**src/rtl/fir_sample_feeder.sv**
```systemverilog
// Elastic input buffer for the transposed FIR filter: a small FIFO accepts
// samples from a valid/ready source. One sample at a time is presented to the filter.
module fir_sample_feeder #(
    parameter int unsigned DATA_WIDTH = 24,
    parameter int unsigned FIFO_DEPTH = 8
) (
    input  logic                          i_clk,
    input  logic                          i_rst,
    input  logic                          i_en,
    input  logic [DATA_WIDTH-1:0]         iv_s_data,
    input  logic                          i_s_valid,
    output logic                          o_s_ready,
    output logic [DATA_WIDTH-1:0]         ov_dout,
    output logic                          o_dout_valid,
    input  logic                          i_consumed,
    output logic [$clog2(FIFO_DEPTH):0]   ov_level,
    output logic                          o_overrun
);

    localparam int unsigned ADDR_W  = $clog2(FIFO_DEPTH);
    localparam int unsigned LEVEL_W = ADDR_W + 1;

    typedef enum logic [1:0] {
        IDLE    = 2'd0,
        PRESENT = 2'd1,
        GAP     = 2'd2
    } state_t;

    state_t                  state;
    state_t                  state_next;
    logic [DATA_WIDTH-1:0]   mem [FIFO_DEPTH];
    logic [ADDR_W-1:0]       wr_ptr;
    logic [ADDR_W-1:0]       rd_ptr;
    logic [LEVEL_W-1:0]      count;
    logic                    full;
    logic                    empty;
    logic                    push;
    logic                    pop;
    logic                    dout_valid_next;
    logic [DATA_WIDTH-1:0]   dout_next;

    // Ready is decoded from the registered count, so a full FIFO refuses a
    // push even when a pop happens on the same edge.
    assign full      = (count == LEVEL_W'(FIFO_DEPTH));
    assign empty     = (count == '0);
    assign o_s_ready = i_en && !full;
    assign push      = i_s_valid && o_s_ready;
    assign ov_level  = count;

    // Output FSM state register
    always_ff @(posedge i_clk) begin
        if (i_rst) begin
            state <= IDLE;
        end else begin
            state <= state_next;
        end
    end

    // Next-state, pop decision and next output values
    always_comb begin
        state_next      = state;
        pop             = 1'b0;
        dout_next       = ov_dout;
        dout_valid_next = o_dout_valid;
        if (i_en) begin
            case (state)
                IDLE: begin
                    if (!empty) begin
                        pop             = 1'b1;
                        dout_next       = mem[rd_ptr];
                        dout_valid_next = 1'b1;
                        state_next      = PRESENT;
                    end
                end
                PRESENT: begin
                    if (i_consumed) begin
                        dout_valid_next = 1'b0;
                        state_next      = GAP;
                    end
                end
                GAP: begin
                    // One dead cycle so the filter never sees the same sample twice
                    dout_valid_next = 1'b0;
                    state_next      = IDLE;
                end
                default: begin
                    dout_valid_next = 1'b0;
                    state_next      = IDLE;
                end
            endcase
        end
    end

    // Pointers, occupancy, presented sample and sticky overrun flag
    always_ff @(posedge i_clk) begin
        if (i_rst) begin
            wr_ptr       <= '0;
            rd_ptr       <= '0;
            count        <= '0;
            ov_dout      <= '0;
            o_dout_valid <= 1'b0;
            o_overrun    <= 1'b0;
        end else begin
            ov_dout      <= dout_next;
            o_dout_valid <= dout_valid_next;
            if (push) begin
                wr_ptr <= wr_ptr + ADDR_W'(1);
            end
            if (pop) begin
                rd_ptr <= rd_ptr + ADDR_W'(1);
            end
            case ({push, pop})
                2'b10:   count <= count + LEVEL_W'(1);
                2'b01:   count <= count - LEVEL_W'(1);
                default: count <= count;
            endcase
            if (i_en && i_s_valid && full) begin
                o_overrun <= 1'b1;
            end
        end
    end

    // Sample storage; contents are intentionally not reset
    always_ff @(posedge i_clk) begin
        if (push) begin
            mem[wr_ptr] <= iv_s_data;
        end
    end

endmodule

```
**config.mk**
```make
export PLATFORM = sky130hd
export DESIGN_NAME = fir_sample_feeder
export DESIGN_NICKNAME = d
export VERILOG_FILES = /design/src/rtl/fir_sample_feeder.sv
export SDC_FILE = /design/constraint.sdc
export NUM_CORES = 1
export LEC_CHECK = 0
export ABC_AREA = 1
export BUFFER_PORTS_ARGS = -buffer_cell sky130_fd_sc_hd__buf_2
export CAP_MARGIN = 20
export CORE_ASPECT_RATIO = 0.75
export CORE_MARGIN = 1
export CORE_UTILIZATION = 37
export CTS_CLUSTER_DIAMETER = 80
export DETAILED_ROUTE_END_ITERATION = 10
export SLEW_MARGIN = 10
export SYNTH_ARGS = -nofsm -noshare
export SYNTH_HDL_FRONTEND = slang
export SYNTH_SLANG_ARGS = --single-unit
```
**constraint.sdc**
```tcl
create_clock -name i_clk -period 3.2 [get_ports i_clk]
set_clock_uncertainty 0.1 [all_clocks]
set_input_delay 0.64 -clock i_clk [delete_from_list [all_inputs] [get_ports i_clk]]
set_output_delay 0.64 -clock i_clk [all_outputs]
set_load 0.01 [all_outputs]
```
==> key figures <==
Synthesis
  – Area leader, netlist: edfxtp_1
  – Syn_nets: 818
  – EDFF count, synth: 192
  – Syn Std Cell Area: 9230 um2
  – Ys Warns: 0
  – Most frequent cell after synthesis: edfxtp_1
  – Sequential-to-total area share from yosys stat: 0.707
  – Synth Area per Inst: 11.8 um2
  – Yosys reg bits: 230
  – Synth Flop Type: edfxtp_1
  – Synth cell types: 32
  – Ys async rst share: 0
  – Top-area cell type share of the netlist area: 0.625
  – Synth top cells by count: edfxtp_1 (192), nor2_1 (134), nand2_1 (82)
  – Cell count after synthesis: 784
  – Area contributors post-synth: edfxtp_1 (62%), dfxtp_1 (8.2%), nor2_1 (5.4%)

Layout
  – Filler instances: 2235
  – Final Util: 0.436
  – Ant. Diodes: 0
  – Layout Nets: 880
  – Finished Cell Area: 10600 um2
  – Syn-to-layout area delta: 14.3%
  – Share of cells above drive strength 1: 0.162

Clock tree
  – Post-CTS Setup Bufs: 0
  – # H-tree levels: 1
  – Post-cts resize count: 0
  – Worst skew pair latency: 0.50 ns
  – Max Root-Sink Buffers: 3
  – Worst-path clk slew: 0.06 ns
  – CTS Sinks: 230
  – TritonCTS clock tree: built
  – TritonCTS buffer count: 23
  – CTS root buffer: clkbuf_16
  – Hold Buf Count CTS: 0

Global route
  – Largest net degree at the start of global routing: 60
  – Initial antenna violation count: 0
  – GRT Total Usage: 0.157
  – GR Overflow Total: 0
  – First-pass GRT wire length: 31.1 mm
  – Number of global-route vias before repair: 5473

Detailed routing
  – Number of vias per cell: 4.89
  – Detailed-route via count: 5834
  – DR top layer: met4
  – DRC Markers: 0
  – 1st-pass router iterations: 5
  – Final ANT Viol Nets: 0
  – Met3 Routed Length: 1.22 mm
  – Final WL: 19.7 mm
  – Avg WL per Cell: 16.5 um
  – Metal-1 WL: 9.79 mm
  – Starting DRC count in detailed routing: 479
  – Met2 WL: 8.40 mm

Floorplan
  – Row cnt: 49
  – Top-level I/O count: 60
  – Die Span X: 184 um
  – Die Y: 139 um
  – Die ar.: 25600 um2
  – Core area: 24200 um2
  – Initial Util: 0.381

Timing
  – Hold Vio Cnt, Final: 0
  – Slew Viols, Final: 0
  – Slew margin rel.: 0.271
  – Pin slew with the least headroom to its limit: 1.09 ns
  – Fmax: 425 MHz
  – Final worst slack: 0.846 ns
  – Min cycle time layout: 2.35 ns
  – Setup_tns: 0 ns
  – Crit share post-route: 0.736
  – RSZ-0062 raised after global routing: false
  – Final setup violation count: 0

Outcome
  – Status: complete, no violations

Power
  – VDD IR-drop max: 0.455 mV
  – Power density cells: 789 nW/um2
  – Static leakage power: 3.86 nW

Place
  – Post-DP Area: 9840 um2
  – Placed wire-length estimate: 11.4 mm
  – Routability cong.: 0.734
  – Buffers on Ports: 59
  – Post-placement setup slack: 0.547 ns

Setup path
  – Worst Path Required: 3.50 ns
  – Critical-path maximum fanout: 33
  – Setup crit end kind: flop
  – WP data arrival: 2.66 ns
  – Crit start category: flop
  – FF-to-FF setup slack: 0.85 ns
  – Crit Path Category: reg2reg

Job
  – Number of max-cap violations: 0

Worst hold path
  – HP Class: in2reg
==> layout make-up <==
cell class	instances	area (um2)	share of cell area
multi-input cells	451	2200	0.209
flip-flops and latches	230	6530	0.619
repair buffers	82	468	0.0443
clock inverters	5	51.3	0.00486
well taps	331	414	0.0392
inverters	58	220	0.0209
clock buffers	36	664	0.0630
==> critical path: stages (launching register included) <==
cell	delay (ns)
dfxtp_1	0.45
nor2_2	0.09
nand3_2	0.10
nand2_4	0.08
inv_4	0.21
buf_4	0.41
ha_1	0.29
xnor2_1	0.17
inv_1	0.06
nand3_1	0.08
nand3_1	0.09
nand2_1	0.06
inv_1	0.03
==> flip-flops by register name, summed over array words and instances (netlist names) <==
| signal | cells |
|---|---|
| ov_dout | 24 |
| o_dout_valid | 1 |
| state | 2 |
| ov_level | 4 |
| wr_ptr | 3 |
| rd_ptr | 3 |
| o_overrun | 1 |
| mem | 192 |
==> report_power, final <==
| group | switching, mW | internal (mW) | total [mW] |
|---|---|---|---|
| Sequential | 0.195 | 3.48 | 3.68 |
| Clock | 1.08 | 1.50 | 2.58 |
| Combinational | 1.35 | 0.724 | 2.07 |
==> layout by cell type (no fill, tap or decap), types with 2 or more instances in the layout <==
cell type	instances
a21oi_1	27
a21oi_2	8
buf_2	59
buf_4	23
clkbuf_1	9
clkbuf_16	23
clkbuf_8	4
clkinv_2	2
dfxtp_1	37
edfxtp_1	192
ha_1	5
inv_1	54
inv_2	3
nand2_1	82
nand3_1	53
nor2_1	126
nor2_2	10
o211ai_1	37
o21ai_0	78
o21ai_1	13
xnor2_1	2
==> final timing paths <==
kind | to | cells after the start | from
hold / removal | mem[6][4] | 1 | iv_s_data[4]
setup / recovery | ov_level[3] | 12 | ov_level[0]
setup reg to reg | ov_level[3] | 12 | ov_level[0]
hold reg to reg | state[1] | 2 | state[1]
==> layer usage <==
metal / GRT usage / vias up
met5: 0 / -
met4: 0.0329 / 0
met3: 0.0252 / 25
met2: 0.233 / 169
met1: 0.240 / 2776
li1: - / 2864
==> cell families after synthesis <==
group,share of synthesized area
compound gates,0.103
xor+xnor,0.00285
fa+ha+maj,0.00678
buf+inv,0.0563
flops,0.707
simple gates,0.124
==> stage by stage <==
stage          power [mW]  hold slack, ns  cells
2_1_floorplan        5.30           0.343    784
3_3_place_gp         5.81           0.347   1152
3_5_place_dp         5.83           0.354   1152
4_1_cts              8.41           0.290   1193
5_1_grt              8.81           0.295   1193
6_report             8.33           0.302   1193
No activity file was read; power rests on OpenSTA's default activity.
